### src/rtl/move_target_planner.sv
// Turns linear move commands into absolute, soft-limited targets (0.01 mm) for the kinematics stage.
// Optional macro SOFT_LIMIT_CLAMP_EN enables soft-limit saturation in the CLAMP state.
module move_target_planner #(
   parameter int X_MIN  = 0,
   parameter int X_MAX  = 60000,
   parameter int Y_MIN  = -30000,
   parameter int Y_MAX  = 30000,
   parameter int HOME_X = 0,
   parameter int HOME_Y = 0
) (
   input  logic        clk,
   input  logic        rst_n,
   input  logic        cmd_strobe,
   input  logic [4:0]  mode_reg,
   input  logic [13:0] x_in,
   input  logic [13:0] y_in,
   input  logic        move_ack,
   output logic        planner_ready,
   output logic        move_valid,
   output logic [21:0] target_x,
   output logic [21:0] target_y,
   output logic        pen_up,
   output logic        clamped,
   output logic        overrun
);

   localparam int unsigned PW = 22;
   localparam int unsigned IW = 14;
   localparam logic [7:0]  SCALE = 8'd254;
   localparam logic signed [PW-1:0] XMIN_C  = PW'(X_MIN);
   localparam logic signed [PW-1:0] XMAX_C  = PW'(X_MAX);
   localparam logic signed [PW-1:0] YMIN_C  = PW'(Y_MIN);
   localparam logic signed [PW-1:0] YMAX_C  = PW'(Y_MAX);
   localparam logic signed [PW-1:0] HOMEX_C = PW'(HOME_X);
   localparam logic signed [PW-1:0] HOMEY_C = PW'(HOME_Y);
`ifdef SOFT_LIMIT_CLAMP_EN
   localparam bit CLAMP_EN = 1'b1;
`else
   localparam bit CLAMP_EN = 1'b0;
`endif

   typedef enum logic [2:0] {S_IDLE, S_MUL, S_SUM, S_CLAMP, S_ISSUE} state_t;

   state_t                 state_q, state_d;
   logic                   strobe_q;
   logic                   pend_v_q, pend_v_d;
   logic [IW-1:0]          pend_x_q, pend_x_d, pend_y_q, pend_y_d;
   logic                   pend_abs_q, pend_abs_d, pend_inch_q, pend_inch_d;
   logic signed [PW-1:0]   wx_q, wx_d, wy_q, wy_d;
   logic                   w_abs_q, w_abs_d;
   logic signed [PW-1:0]   acc_x_q, acc_x_d, acc_y_q, acc_y_d;
   logic [2:0]             bit_q, bit_d;
   logic signed [PW-1:0]   cur_x_q, cur_x_d, cur_y_q, cur_y_d;
   logic signed [PW-1:0]   tx_q, tx_d, ty_q, ty_d;
   logic signed [PW-1:0]   target_x_q, target_x_d, target_y_q, target_y_d;
   logic                   move_valid_q, move_valid_d;
   logic                   clamped_q, clamped_d;
   logic                   overrun_q, overrun_d;
   logic                   pen_up_q, pen_up_d;
   logic                   ready_q, ready_d;
   logic                   move_evt_c;
   logic                   ld_inch_c;
   logic                   start_c;

   function automatic logic signed [PW-1:0] sext(input logic [IW-1:0] v);
      return {{(PW-IW){v[IW-1]}}, v};
   endfunction

   function automatic logic signed [PW-1:0] sat(input logic signed [PW-1:0] v,
                                                input logic signed [PW-1:0] lo,
                                                input logic signed [PW-1:0] hi);
      if (v < lo) return lo;
      if (v > hi) return hi;
      return v;
   endfunction

   assign move_evt_c = cmd_strobe & ~strobe_q & mode_reg[0];

   // Next-state and datapath
   always_comb begin
      state_d      = state_q;
      pend_v_d     = pend_v_q;
      pend_x_d     = pend_x_q;
      pend_y_d     = pend_y_q;
      pend_abs_d   = pend_abs_q;
      pend_inch_d  = pend_inch_q;
      wx_d         = wx_q;
      wy_d         = wy_q;
      w_abs_d      = w_abs_q;
      acc_x_d      = acc_x_q;
      acc_y_d      = acc_y_q;
      bit_d        = bit_q;
      cur_x_d      = cur_x_q;
      cur_y_d      = cur_y_q;
      tx_d         = tx_q;
      ty_d         = ty_q;
      target_x_d   = target_x_q;
      target_y_d   = target_y_q;
      move_valid_d = move_valid_q;
      clamped_d    = clamped_q;
      overrun_d    = overrun_q;
      pen_up_d     = mode_reg[3];
      ld_inch_c    = 1'b0;
      start_c      = 1'b0;

      // Busy: fresh moves go to the single pending slot, or are dropped
      if (state_q != S_IDLE && move_evt_c) begin
         if (pend_v_q) begin
            overrun_d = 1'b1;
         end else begin
            pend_v_d    = 1'b1;
            pend_x_d    = x_in;
            pend_y_d    = y_in;
            pend_abs_d  = mode_reg[2];
            pend_inch_d = mode_reg[1];
         end
      end

      case (state_q)
         S_IDLE: begin
            if (pend_v_q) begin
               wx_d      = sext(pend_x_q);
               wy_d      = sext(pend_y_q);
               w_abs_d   = pend_abs_q;
               ld_inch_c = pend_inch_q;
               start_c   = 1'b1;
               pend_v_d  = 1'b0;
               if (move_evt_c) begin
                  pend_v_d    = 1'b1;
                  pend_x_d    = x_in;
                  pend_y_d    = y_in;
                  pend_abs_d  = mode_reg[2];
                  pend_inch_d = mode_reg[1];
               end
            end else if (move_evt_c) begin
               wx_d      = sext(x_in);
               wy_d      = sext(y_in);
               w_abs_d   = mode_reg[2];
               ld_inch_c = mode_reg[1];
               start_c   = 1'b1;
            end
            if (start_c) begin
               acc_x_d = '0;
               acc_y_d = '0;
               bit_d   = '0;
               state_d = ld_inch_c ? S_MUL : S_SUM;
            end
         end
         S_MUL: begin
            acc_x_d = acc_x_q + (SCALE[bit_q] ? (wx_q <<< bit_q) : '0);
            acc_y_d = acc_y_q + (SCALE[bit_q] ? (wy_q <<< bit_q) : '0);
            bit_d   = bit_q + 3'd1;
            if (bit_q == 3'd7) begin
               wx_d    = acc_x_d;
               wy_d    = acc_y_d;
               state_d = S_SUM;
            end
         end
         S_SUM: begin
            tx_d    = w_abs_q ? wx_q : cur_x_q + wx_q;
            ty_d    = w_abs_q ? wy_q : cur_y_q + wy_q;
            state_d = S_CLAMP;
         end
         S_CLAMP: begin
            target_x_d   = CLAMP_EN ? sat(tx_q, XMIN_C, XMAX_C) : tx_q;
            target_y_d   = CLAMP_EN ? sat(ty_q, YMIN_C, YMAX_C) : ty_q;
            clamped_d    = CLAMP_EN && ((target_x_d != tx_q) || (target_y_d != ty_q));
            move_valid_d = 1'b1;
            state_d      = S_ISSUE;
         end
         S_ISSUE: begin
            if (move_valid_q && move_ack) begin
               cur_x_d      = target_x_q;
               cur_y_d      = target_y_q;
               move_valid_d = 1'b0;
               state_d      = S_IDLE;
            end
         end
         default: state_d = S_IDLE;
      endcase

      ready_d = (state_d == S_IDLE) && !pend_v_d;
   end

   // State and output registers
   always_ff @(posedge clk or negedge rst_n) begin
      if (!rst_n) begin
         state_q      <= S_IDLE;
         strobe_q     <= 1'b0;
         pend_v_q     <= 1'b0;
         pend_x_q     <= '0;
         pend_y_q     <= '0;
         pend_abs_q   <= 1'b0;
         pend_inch_q  <= 1'b0;
         wx_q         <= '0;
         wy_q         <= '0;
         w_abs_q      <= 1'b0;
         acc_x_q      <= '0;
         acc_y_q      <= '0;
         bit_q        <= '0;
         cur_x_q      <= HOMEX_C;
         cur_y_q      <= HOMEY_C;
         tx_q         <= '0;
         ty_q         <= '0;
         target_x_q   <= '0;
         target_y_q   <= '0;
         move_valid_q <= 1'b0;
         clamped_q    <= 1'b0;
         overrun_q    <= 1'b0;
         pen_up_q     <= 1'b0;
         ready_q      <= 1'b1;
      end else begin
         state_q      <= state_d;
         strobe_q     <= cmd_strobe;
         pend_v_q     <= pend_v_d;
         pend_x_q     <= pend_x_d;
         pend_y_q     <= pend_y_d;
         pend_abs_q   <= pend_abs_d;
         pend_inch_q  <= pend_inch_d;
         wx_q         <= wx_d;
         wy_q         <= wy_d;
         w_abs_q      <= w_abs_d;
         acc_x_q      <= acc_x_d;
         acc_y_q      <= acc_y_d;
         bit_q        <= bit_d;
         cur_x_q      <= cur_x_d;
         cur_y_q      <= cur_y_d;
         tx_q         <= tx_d;
         ty_q         <= ty_d;
         target_x_q   <= target_x_d;
         target_y_q   <= target_y_d;
         move_valid_q <= move_valid_d;
         clamped_q    <= clamped_d;
         overrun_q    <= overrun_d;
         pen_up_q     <= pen_up_d;
         ready_q      <= ready_d;
      end
   end

   assign planner_ready = ready_q;
   assign move_valid    = move_valid_q;
   assign target_x      = target_x_q;
   assign target_y      = target_y_q;
   assign pen_up        = pen_up_q;
   assign clamped       = clamped_q;
   assign overrun       = overrun_q;

endmodule

### config.mk
export PLATFORM = sky130hd
export DESIGN_NAME = move_target_planner
export DESIGN_NICKNAME = d
export VERILOG_FILES = /design/src/rtl/move_target_planner.sv
export SDC_FILE = /design/constraint.sdc
export NUM_CORES = 1
export LEC_CHECK = 0
export BUFFER_PORTS_ARGS = -buffer_cell sky130_fd_sc_hd__buf_2
export CAP_MARGIN = 20
export CORE_MARGIN = 3
export CORE_UTILIZATION = 60
export DETAILED_ROUTE_END_ITERATION = 10
export PLACE_DENSITY = 0.78
export SYNTH_ARGS = -nofsm -noshare
export SYNTH_HDL_FRONTEND = slang
export SYNTH_SLANG_ARGS = --single-unit
### constraint.sdc
create_clock -name clk -period 6.4 [get_ports clk]
set_input_delay 1.28 -clock clk [delete_from_list [all_inputs] [get_ports clk]]
set_output_delay 1.28 -clock clk [all_outputs]
set_load 0.02 [all_outputs]
# Word level (Yosys, flattened, before mapping)
# Memories as Yosys holds them, arrays and structs flattened.
# Index checks and enable logic that the tools add are counted.
# W data, S select, Z words.
[totals]
n_memories = 1
ram_bits = 0
romBits = 8
output_inout_bits = 49
wordCells = 116
ff_bits = 263
latch_bits = 0
[mem_list]
columns = ["name", "words", "word_bits", "rd", "rd_clocked_by_memory_dff", "write_ports", "line_no", "text"]
rows = [
  ["(name not given)", 8, 1, 1, 0, 0, "151", "acc_y_d = acc_y_q + (SCALE[bit_q] ? (wy_q <<< bit_q) : '0);"],
]
[classes]
n_shift = 2
n_div = 0
eq_ne = 9
add_sub_neg = 5
mux = 56
bitwise_logic = 3
order_cmp = 1
n_mul = 0
reduce_logical = 16
[ops]
columns = ["cell", "count"]
rows = [
  ["$mux W22", 11],
  ["$pmux W22 S2", 4],
  ["$mux W14", 10],
  ["$add A22 B22 Y22", 4],
  ["$sshl A22 B3 Y22", 2],
  ["$mux W1", 23],
  ["$pmux W3 S5", 1],
  ["$mux W3", 4],
  ["$reduce_and A2 Y1", 5],
  ["$eq A3 B2 Y1 const B", 2],
  ["$eq A3 B3 Y1 const B", 2],
  ["$logic_not A3 Y1", 2],
  ["$pmux W3 S2", 1],
  ["$reduce_bool A2 Y1", 3],
  ["$lt A3 B4 Y1 const B", 1],
  ["$ne A2 B2 Y1 const B", 2],
  ["$add A3 B1 Y3 const B", 1],
  ["$eq A3 B1 Y1 const B", 1],
  ["$logic_and A1 B1 Y1", 3],
  ["$ne A3 B3 Y1 const B", 1],
  ["$reduce_and A3 Y1", 1],
  ["$reduce_bool A3 Y1", 1],
  ["$and A1 B1 Y1", 2],
  ["$mux W2", 1],
  ["other kinds (4)", 4],
]

# Longest topological paths before layout
# Gate-level depths: netlist of the first run.
[logic_depth]
ltp_word = 11
mapped_depth = 21
depth_no_buf = 17

# Worst setup path after synthesis of the first run
# No wires, ideal clock.
[synth_path]
path_type = "reg-to-reg"
startpoint = "register bit_q[0]"
endpoint = "register wy_q[19]"
arrival_time_ps = 4348
path_stages_with_launch = 21
slack_ps = 1974
period_less_slack_ps = 4426
path_cell_list = "dfrtp_1 > buf_2 > buf_2 > buf_2 > inv_1 > ha_1 > or2_2 > buf_1 > or3_1 > inv_1 > ha_1 > a21o_1 > a21o_2 > a2111oi_2 > o31a_2 > a22o_2 > o21ai_2 > a211oi_2 > xnor2_1 > nand2_1 > a21oi_1"
[synth_via]
elab_chain_len = 6
word_cells_on_any_way = 10
classes_between = "add/sub (1); eq/ne (2); shift (1); mux (4); reduce/logical (1); memory (1)"
[synth_lines]
columns = ["item", "line_no", "text"]
rows = [
  ["start, declared", "52", "logic [2:0] bit_q, bit_d;"],
  ["start signal, assigned", "225", "bit_q <= bit_d;"],
  ["$mem_v2 Z8 W1", "n/a", ""],
  ["$mux W1 (implied by the code)", "151", ""],
  ["$mux W22", "151", ""],
  ["$add A22 B22 Y22", "151", ""],
  ["$mux W22", "153", "if (bit_q == 3'd7) begin"],
  ["$pmux W22 S2", "119", "case (state_q)"],
  ["end signal, assigned", "221", "wy_q <= wy_d;"],
  ["end, declared", "49", "logic signed [PW-1:0] wx_q, wx_d, wy_q, wy_d;"],
]
# Parallel ways exist; a longest one is shown, timed or not. The select of a mux whose other input is x is not followed.
# A chain may end at the register's enable or synchronous reset.

# Final worst setup path of the first run
[layout_path]
startpoint = "register bit_q[1]"
endpoint = "register wx_q[21]"
[layout_via]
elab_chain_len = 6
word_cells_on_any_way = 10
classes_between = "add/sub (1); eq/ne (2); shift (1); mux (4); reduce/logical (1); memory (1)"
[layout_lines]
columns = ["item", "line_no", "text"]
rows = [
  ["$mem_v2 Z8 W1", "n/a", ""],
  ["$mux W1", "n/a", ""],
  ["$mux W22", "150", "acc_x_d = acc_x_q + (SCALE[bit_q] ? (wx_q <<< bit_q) : '0);"],
  ["$add A22 B22 Y22", "150", ""],
  ["$mux W22", "153", ""],
  ["$pmux W22 S2", "119", ""],
  ["end signal, assigned", "220", "wx_q <= wx_d;"],
  ["end, declared", "49", ""],
]
# Parallel ways exist; a longest one is shown, timed or not. The select of a mux whose other input is x is not followed.

==> metrics.yaml, run 1 <==
start_kind: "flop"
die_h_um: 169.0
synthTopCellsByCount: "dfrtp_1 (262), nand2_1 (170), a21oi_1 (137)"
cp_cell_sequence: "buf_4 -> inv_2 -> ha_1 -> nor2_2 -> buf_4 -> o2bb2ai_1 -> ha_1 -> a21o_1 -> a21o_1 -> a21o_1 -> a41oi_4 -> o31ai_4 -> a221oi_2 -> mux2i_1 -> a21oi_1"
fin_nets: 1739
synth_area_um2: 15940
drtIter0Drc: 1100
synth_cell_types: 84
ant_nets: 0
finClkSkew_ns: 0.02786
cp_top_family: "compound AO/OA/AOI/OAI gates"
rsz0062_at_grt: "no"
synth_enable_flop_cells: 0
max_freq_mhz: 205.2
clockBufferDepth: 3
timing.final.ws_setup_ns: 1.526
syn_inst: 1565
cp.required_ns: 6.79
vias: 12430
syn_to_final_growth_pct: 10.44
tightest_slew_ns: 0.9732
grt_pass1_wl_mm: 65.41
synthTopCellsByArea: "dfrtp_1 (41%), mux2_2 (8.8%), ha_1 (6.8%)"
cts-hold-fix-buffers: 0
gr-total-overflow: 0
synthArstFlopShare_pct: 100.0
slew_violations: 0
cts_root_buf: "clkbuf_16"
gp_congestion: 0.9131
numCtsBuffers: 29
crit_path_end_kind: "flop"
p_leak_nw: 8.359
wl_mm: 40.28
critical_path.max_fanout: 48
finalSetupViolations: 0
start_util_pct: 61.16
yosys.area.top_type: "dfrtp_1"
fin_crit_ns: 4.874
ys.flop_type: "dfrtp_1"
placed_cells: 1915
fin_cells: 1969
arrival_ns: 5.27
r2r_setup_slack_ns: 1.53
ir_worst_vdd_mv: 0.4058
antenna_found_initial: 0
tns_ns: 0
wire_per_inst_um: 20.46
cts.clk_slew.worst_paths_ns: 0.06
synth_most_common_cell: "dfrtp_1"
drv_cap: 0
drt_first_pass_iters: 5
cts_max_level: 1
num_antenna_cells: 0
cts_setup_buffers: 0
vias_per_cell: 6.314
outcome: "complete, no violations"
finalCritPeriodShare_pct: 76.16
grt_pass1_vias: 12340
critPathKind: "reg2reg"
synth_top_area_share_pct: 41.14
dpl.hpwl_mm: 27.59
slew_headroom_pct: 35.05
hold_class: "reg2reg"
cts_resized: 0
crit_buf_inv: 3
synth_warnings: 0
port-buffer-count: 83
yosys_register_bits: 263
drc: 0
rows: 59
powerDensity_nw_per_um2: 641.1
ios: 86
power_mw: 11.28
dieArea_um2: 28550
cpPeakStageDelay_ns: 0.76
drive_gt1_share_pct: 21.60
avgSynthCellArea_um2: 10.18
final_util_pct: 67.54
tritoncts: "built"
syn-num-nets: 1693
seq_area_frac_synth_pct: 41.30
cp_common_cell: "a21o_1"
clkSinkCount: 263
coreArea_um2: 26060
nFillCells: 1956
dieWidth_um: 169.0
final-hold-violation-count: 0
slowest_stage: "nor2_2"
clkLatencyLatePin_ns: 0.58
groute.usage.overall_pct: 28.17
grt_max_degree: 106
place_ws_ns: 1.665
-- sequential cells by signal (all words and copies together) (netlist names), 22 cells and up --
| register | count |
|---|---|
| wx_q | 22 |
| cur_y_q | 22 |
| ty_q | 22 |
| target_x | 22 |
| wy_q | 22 |
| target_y | 22 |
| acc_x_q | 22 |
| cur_x_q | 22 |
| tx_q | 22 |
| acc_y_q | 22 |
-- power by group --
| group | switching, mW | leakage (nW) | internal [mW] |
|---|---|---|---|
| combinational | 3.69 | 4.56 | 2.74 |
| sequential | 0.712 | 3.31 | 2.43 |
| clock | 0.722 | 0.485 | 0.998 |
| total | 5.12 | 8.36 | 6.16 |
-- path summary, 6_finish.rpt --
path / startpoint / to / cells past startpoint
worst max-delay path: bit_q[1] / wx_q[21] / 15
worst min-delay path: tx_q[15] / tx_q[15] / 2
worst max register to register: bit_q[1] / wx_q[21] / 15
worst min register to register: tx_q[15] / tx_q[15] / 2
max in group asynchronous: rst_n / ty_q[13] / 2
min in group asynchronous: rst_n / pend_y_q[8] / 1
-- kinds of logic (layout without fill, tap and decap cells) --
logic type,Yosys count,after routing,share of synthesized area (%)
AO/OA/AOI/OAI,432,432,17.98
AND/OR/NAND/NOR,385,385,10.84
flip-flops,263,263,41.30
multiplexers,204,204,15.99
buffers and inverters,125,194,3.007
adder cells (fa/ha/maj),91,91,7.333
XOR/XNOR,64,64,3.517
other,1,1,0.02353
-- layout make-up --
| class | count | area [um^2] | area share (%) |
|---|---|---|---|
| Multi-Input combinational cell | 1177 | 8897 | 50.55 |
| Timing Repair Buffer | 102 | 568.0 | 3.227 |
| Inverter | 38 | 142.6 | 0.8104 |
| Clock buffer | 38 | 829.5 | 4.713 |
| Tap cell | 335 | 419.2 | 2.381 |
| Clock inverter | 16 | 158.9 | 0.9028 |
| Sequential cell | 263 | 6585 | 37.41 |
-- per-layer routing --
| layer | vias up | global-route usage, % | share of wire, % |
|---|---|---|---|
| met1 | 6104 | 40.10 | 44 |
| met4 | 0 | 9.386 | 3.4 |
| li1 | 5771 | - | - |
| met3 | 100 | 3.433 | 5.6 |
| met5 | - | 0 | 0 |
| met2 | 457 | 45.32 | 47 |
-- per-stage QoR --
stage	hold WS (ns)	cell area, um^2
floorplan	0.4450	15940
global placement	0.4586	16610
detailed placement	0.4568	16610
CTS	0.4801	17600
global route	0.5020	17600
finish	0.4759	17600
-- worst register-to-register path, delay by kind of cell, from the launching register on --
family / cells / cell delay (ns)
flip-flops: 1 / 0.32
adder cells (fa/ha/maj): 2 / 0.62
buffers and inverters: 3 / 1.11
multiplexers: 1 / 0.30
AND/OR/NAND/NOR: 1 / 0.76
AO/OA/AOI/OAI: 8 / 1.59
-- cell usage in the layout (no fill, tap or decap), drive strengths merged, types with 15 or more instances in the layout --
master  netlist  final
nor3         18     18
nor2        103    103
inv          38     40
mux2        125    125
a21o         38     38
nor2b        15     15
a21oi       140    140
mux2i        51     51
mux4         28     28
clkbuf       60     38
dfrtp       262    262
a22o         48     48
xor2         27     27
o21ai       112    112
ha           87     87
nand2       170    170
buf          27    102
xnor2        37     37
Power figures use the tool's default switching activity.
==> run 2: changes to the inputs <==
Settings changed: CORE_UTILIZATION 60 to 56, PLACE_DENSITY 0.78 to 0.77.
Clock period 6.4 ns to 4.1 ns, I/O delays scaled along.
==> run 2 against run 1 <==
Compared with the run above: clock power increased by 56%; sequential share of layout area shrank 0.44 points; worst hold slack worse by 0.15 ns; clock skew fell by 0.0085 ns; core utilization fell by 3.8 points; die area up 6.9%; critical endpoint unchanged; critical path type unchanged.
==> metrics.yaml, run 2 (same netlist as run 1, synthesis figures left out) <==
finalCritPeriodShare_pct: 94.33  # was 76.16%
start_kind: "flop"  # unchanged
internal_power_mw: 9.781  # was 6.164 mW
wire_per_inst_um: 19.55  # was 20.46 um
drtIter0Drc: 1064  # was 1,100
seqPwrFrac_pct: 27.9  # was 27.8%
critical_path.max_fanout: 6  # was 48
p_switching_mw: 7.892  # was 5.120 mW
grt_pass1_vias: 12470  # was 12.34k
num_antenna_cells: 0  # unchanged
ir_worst_vdd_mv: 0.5002  # was 0.4058 mV
ant_nets: 0  # unchanged
place_ws_ns: 0.2938  # was 1.665 ns
cts_root_buf: "clkbuf_16"  # unchanged
met1_length_mm: 17.27  # was 17.73 mm
start_util_pct: 57.05  # was 61.16%
outcome: "complete, no violations"  # unchanged
powerDensity_nw_per_um2: 992.2  # was 641.1 nW/um^2
route.met2.wl_mm: 18.41  # was 18.89 mm
arrival_ns: 4.26  # was 5.27 ns
port-buffer-count: 83  # unchanged
drv_cap: 0  # unchanged
final-hold-violation-count: 0  # unchanged
ios: 86  # unchanged
slew_violations: 0  # unchanged
cts_resized: 0  # unchanged
cts_max_level: 1  # unchanged
grt_pass1_wl_mm: 64.68  # was 65.41 mm
vias_per_cell: 6.126  # was 6.314
placed_area_um2: 16810  # was 16,610 um^2
wl_met3_mm: 2.408  # was 2.275 mm
final_area_um2: 17810  # was 17,600 um^2
clockBufferDepth: 3  # unchanged
wl_mm: 39.56  # was 40.28 mm
placed_cells: 1970  # was 1,915
antenna_found_initial: 0  # unchanged
groute.usage.overall_pct: 25.90  # was 28.17%
tritoncts: "built"  # unchanged
syn_to_final_growth_pct: 11.77  # was 10.44%
dieArea_um2: 30520  # was 28,550 um^2
tns_ns: 0  # unchanged
final_cell_mix: "dfrtp_1 (260), nand2_1 (170), a21oi_1 (136)"  # unchanged
p_leak_nw: 8.445  # was 8.359 nW
final_common_cell: "dfrtp_1"  # unchanged
final_util_pct: 63.76  # was 67.54%
power_mw: 17.67  # was 11.28 mW
crit_path_end_kind: "flop"  # unchanged
gr-total-overflow: 0  # unchanged
critPathKind: "reg2reg"  # unchanged
fin_nets: 1751  # was 1,739
topRoutingLayerUsed: "met4"  # unchanged
rsz0062_at_grt: "no"  # unchanged
cts.clk_slew.worst_paths_ns: 0.06  # about the same
dieWidth_um: 174.7  # was 169.0 um
dpl.hpwl_mm: 28.11  # was 27.59 mm
drt_first_pass_iters: 6  # was 5
finClkSkew_ns: 0.01940  # was 0.02786 ns
clkPwrFrac_pct: 15.2  # about the same
fin_crit_ns: 3.868  # was 4.874 ns
swShare_pct: 44.66  # was 45.37%
hold_class: "in2async"  # was reg2reg
whs_ns: 0.3296  # was 0.4759 ns
p_comb_share_pct: 56.9  # about the same
numCtsBuffers: 29  # unchanged
vias: 12400  # was 12.43k
rows: 61  # was 59
die_h_um: 174.7  # was 169.0 um
coreArea_um2: 27930  # was 26,060 um^2
cts-hold-fix-buffers: 0  # unchanged
clkLatencyLatePin_ns: 0.57  # was 0.58 ns
slew_headroom_pct: 33.22  # was 35.05%
grt_max_degree: 100  # was 106
drc: 0  # unchanged
clkSinkCount: 263  # unchanged
max_freq_mhz: 258.6  # was 205.2 MHz
cts_setup_buffers: 0  # unchanged
finalSetupViolations: 0  # unchanged
tightest_slew_ns: 1.002  # was 0.9732 ns
drive_gt1_share_pct: 21.87  # was 21.60%
cp.required_ns: 4.50  # was 6.79 ns
gp_congestion: 0.9077  # was 0.9131
fin_cells: 2024  # was 1,969
timing.final.ws_setup_ns: 0.2324  # was 1.526 ns
==> run 2: cell type report <==
type | instances | area (um^2)
clock buffers | 47 | 903.4
well taps | 378 | 473.0
clock inverters | 7 | 102.6
flip-flops and latches | 263 | 6585
inverters | 38 | 142.6
repair buffers | 114 | 708.2
multi-input cells | 1177 | 8897
fillers | 2221 | 10120
==> run 2: final timing paths <==
kind                             startpoint      endpoint  slack [ns]  cells after the start
max in group asynchronous             rst_n    move_valid        2.91                      2
worst min register to register     ty_q[20]      ty_q[20]        0.47                      2
worst max-delay path               bit_q[0]      wx_q[21]        0.23                     16
min in group clk                mode_reg[3]        pen_up        0.37                      1
worst max register to register     bit_q[0]      wx_q[21]        0.23                     16
worst min-delay path                  rst_n  pend_y_q[10]        0.33                      1
==> run 2: critical path: stages (launching register included) <==
cell and delay [ns]:
dfrtp_2 0.38, inv_1 0.07, ha_1 0.21, or2_2 0.37
or3_1 0.36, inv_1 0.07, ha_1 0.22, a21o_1 0.20
a21oi_2 0.19, o21ai_2 0.09, a21oi_4 0.22, o32ai_4 0.14
a41oi_4 0.35, o31ai_4 0.13, a221oi_2 0.30, mux2i_1 0.29
a21oi_1 0.10
==> run 2: power groups by stage <==
| stage | clock, mW | sequential (mW) | combinational [mW] |
|---|---|---|---|
| CTS | 2.73 | 4.91 | 9.97 |
| floorplan | 0 | 4.72 | 7.56 |
| global route | 2.84 | 5.05 | 11.1 |
| finish | 2.69 | 4.93 | 10.1 |
| global placement | 0 | 4.87 | 9.59 |
| detailed placement | 0 | 4.93 | 9.89 |
==> run 2: layer usage <==
layer | GRT usage, % | vias to the layer above
met5 | 0 | -
met4 | 8.577 | 0
met2 | 42.09 | 437
met1 | 36.12 | 6071
li1 | - | 5793
met3 | 3.629 | 98
==> run 3: changes to the inputs <==
Settings changed: BUFFER_PORTS_ARGS -buffer_cell sky130_fd_sc_hd__buf_2 to not set, CORE_UTILIZATION 56 to 59, DONT_BUFFER_PORTS set to 1, PLACE_DENSITY 0.77 to 0.75, SLEW_MARGIN set to 5.
==> run 3 against run 2 <==
Compared with the run above: the run now ends with hold timing left; power decreased by 2.3%; routed wire length decreased by 1.8%; non-clock buffer count decreased by 82; first-iteration DRC count decreased by 20%; via count decreased by 4.5%; clock power decreased by 7.8%; design area decreased by 3.3%; sequential power increased by 5.9%; critical path depth increased by 1; core utilization increased by 1.8 points; setup slack got worse by 0.040 ns; critical endpoint is now wx_q[20].
==> metrics.yaml, run 3 (same netlist as run 1, synthesis figures left out) <==
drt_first_pass_iters: 5  # was 6
place_ws_ns: 0.2267  # was 0.2938 ns
fin_nets: 1668  # was 1,751
dpl.hpwl_mm: 26.77  # was 28.11 mm
outcome: "finished, violations left"  # was complete, no violations
placed_area_um2: 16270  # was 16,810 um^2
fin_cells: 1893  # was 2,024
fin_crit_ns: 3.907  # was 3.868 ns
final_area_um2: 17230  # was 17,810 um^2
antenna_found_initial: 0  # unchanged
violations: "hold timing"
cp.required_ns: 4.46  # was 4.50 ns
drtIter0Drc: 847  # was 1,064
tritoncts: "built"  # unchanged
groute.usage.overall_pct: 26.59  # was 25.90%
critPathKind: "reg2reg"  # unchanged
wl_mm: 38.87  # was 39.56 mm
cpPeakStageDelay_ns: 0.43  # was 0.38 ns
p_leak_nw: 8.017  # was 8.445 nW
grt_pass1_wl_mm: 61.87  # was 64.68 mm
cts_max_level: 1  # unchanged
cts_root_buf: "clkbuf_16"  # unchanged
finalSetupViolations: 0  # unchanged
final-hold-violation-count: 7  # was 0
vias: 11840  # was 12.40k
nFillCells: 2084  # was 2,221
rows: 59  # was 61
cp_cell_sequence: "inv_1 -> ha_1 -> or2_2 -> nor3_1 -> ha_1 -> inv_1 -> fa_1 -> nor2b_1 -> o21ai_0 -> a21boi_1 -> o21ai_0 -> nand2b_1 -> a21o_1 -> a31oi_2 -> o21bai_1 -> mux2i_1 -> a21oi_1"  # was inv_1 -> ha_1 -> or2_2 -> or3_1 -> inv_1 -> ha_1 -> a21o_1 -> a21oi_2 -> o21ai_2 -> a21oi_4 -> o32ai_4 -> a41oi_4 -> o31ai_4 -> a221oi_2 -> mux2i_1 -> a21oi_1
max_freq_mhz: 255.9  # was 258.6 MHz
clkSinkCount: 263  # unchanged
timing.final.ws_setup_ns: 0.1927  # was 0.2324 ns
slowest_stage: "fa_1"  # was dfrtp_2
final_cell_mix: "dfrtp_1 (260), nand2_1 (170), a21oi_1 (133)"  # was dfrtp_1 (260), nand2_1 (170), a21oi_1 (136)
crit_path_end_kind: "flop"  # unchanged
tns_ns: 0  # unchanged
cp_top_family: "compound AO/OA/AOI/OAI gates"  # unchanged
crit_buf_inv: 2  # unchanged
grt_max_degree: 264  # was 100
ios: 86  # unchanged
gp_congestion: 0.9221  # was 0.9077
finClkSkew_ns: 0.01453  # was 0.01940 ns
start_util_pct: 60.64  # was 57.05%
slew_headroom_pct: 21.25  # was 33.22%
coreArea_um2: 26280  # was 27,930 um^2
ant_nets: 0  # unchanged
dieArea_um2: 29020  # was 30,520 um^2
whs_ns: -0.004543  # was 0.3296 ns
numCtsBuffers: 28  # was 29
syn_to_final_growth_pct: 8.134  # was 11.77%
finalCritPeriodShare_pct: 95.30  # was 94.33%
die_h_um: 170.4  # was 174.7 um
start_kind: "flop"  # unchanged
critical_path.max_fanout: 6  # unchanged
placed_cells: 1840  # was 1,970
hold_class: "in2async"  # unchanged
cts.clk_slew.worst_paths_ns: 0.06  # about the same
gr-total-overflow: 0  # unchanged
drv_cap: 0  # unchanged
rsz0062_at_grt: "yes"  # was no
clockBufferDepth: 3  # unchanged
ir_worst_vdd_mv: 0.6097  # was 0.5002 mV
wire_per_inst_um: 20.53  # was 19.55 um
tightest_slew_ns: 1.181  # was 1.002 ns
arrival_ns: 4.27  # was 4.26 ns
final_common_cell: "dfrtp_1"  # unchanged
slew_violations: 0  # unchanged
powerDensity_nw_per_um2: 1002  # was 992.2 nW/um^2
drive_gt1_share_pct: 17.60  # was 21.87%
clkLatencyLatePin_ns: 0.55  # was 0.57 ns
drc: 0  # unchanged
dieWidth_um: 170.4  # was 174.7 um
grt_pass1_vias: 11540  # was 12.47k
port-buffer-count: 0  # was 83
vias_per_cell: 6.256  # was 6.126
==> run 3: path summary, 6_finish.rpt <==
path,cells past startpoint,startpoint,to,slack [ns]
worst min register to register,2,ty_q[20],ty_q[20],0.48
worst max-delay path,17,bit_q[0],wx_q[20],0.19
max in group asynchronous,0,rst_n,wx_q[15],3.46
worst min-delay path,0,rst_n,wx_q[16],-0.005
min in group clk,0,cmd_strobe,strobe_q,0.30
worst max register to register,17,bit_q[0],wx_q[20],0.19
==> run 3: area by class of cell <==
type                            count  area (um^2)  share of cell area [%]
Clock buffer                       41        810.8                   4.705
Multi-Input combinational cell   1177         8925                   51.79
Timing Repair Buffer               32        265.3                   1.539
Tap cell                          335        419.2                   2.432
Clock inverter                      6        82.58                  0.4792
Antenna cell                        1        2.502                 0.01452
Inverter                           38        142.6                  0.8277
Sequential cell                   263         6585                   38.21
==> run 3: routing by layer <==
metal / track usage (%) / share of wire, %
met3: 4.019 / 6.0
met2: 42.54 / 46
met1: 38.30 / 45
met4: 6.984 / 2.6
met5: 0 / 0
==> run 3: repair_timing <==
| item | in CTS | in global routing |
|---|---|---|
| resized for setup | 0 | 5 |
| setup endpoints to repair | 0 | 9 |
| buffers inserted | 0 | 5 |
| hold endpoints to repair | 258 | 218 |
==> run 3: per-stage QoR <==
| step | util (%) | power [mW] |
|---|---|---|
| 2_1_floorplan | - | 12.28 |
| 3_3_place_gp | 61.92 | 14.26 |
| 3_5_place_dp | 61.92 | 14.57 |
| 4_1_cts | 65.32 | 17.15 |
| 5_1_grt | 65.56 | 18.54 |
| 6_report | 65.57 | 17.26 |
==> run 3: power by group <==
group / internal, mW / switching, mW / total (mW)
clock network: 1.48 / 1.01 / 2.48
registers: 3.79 / 1.43 / 5.22
logic: 4.23 / 5.32 / 9.56
total: 9.50 / 7.76 / 17.3
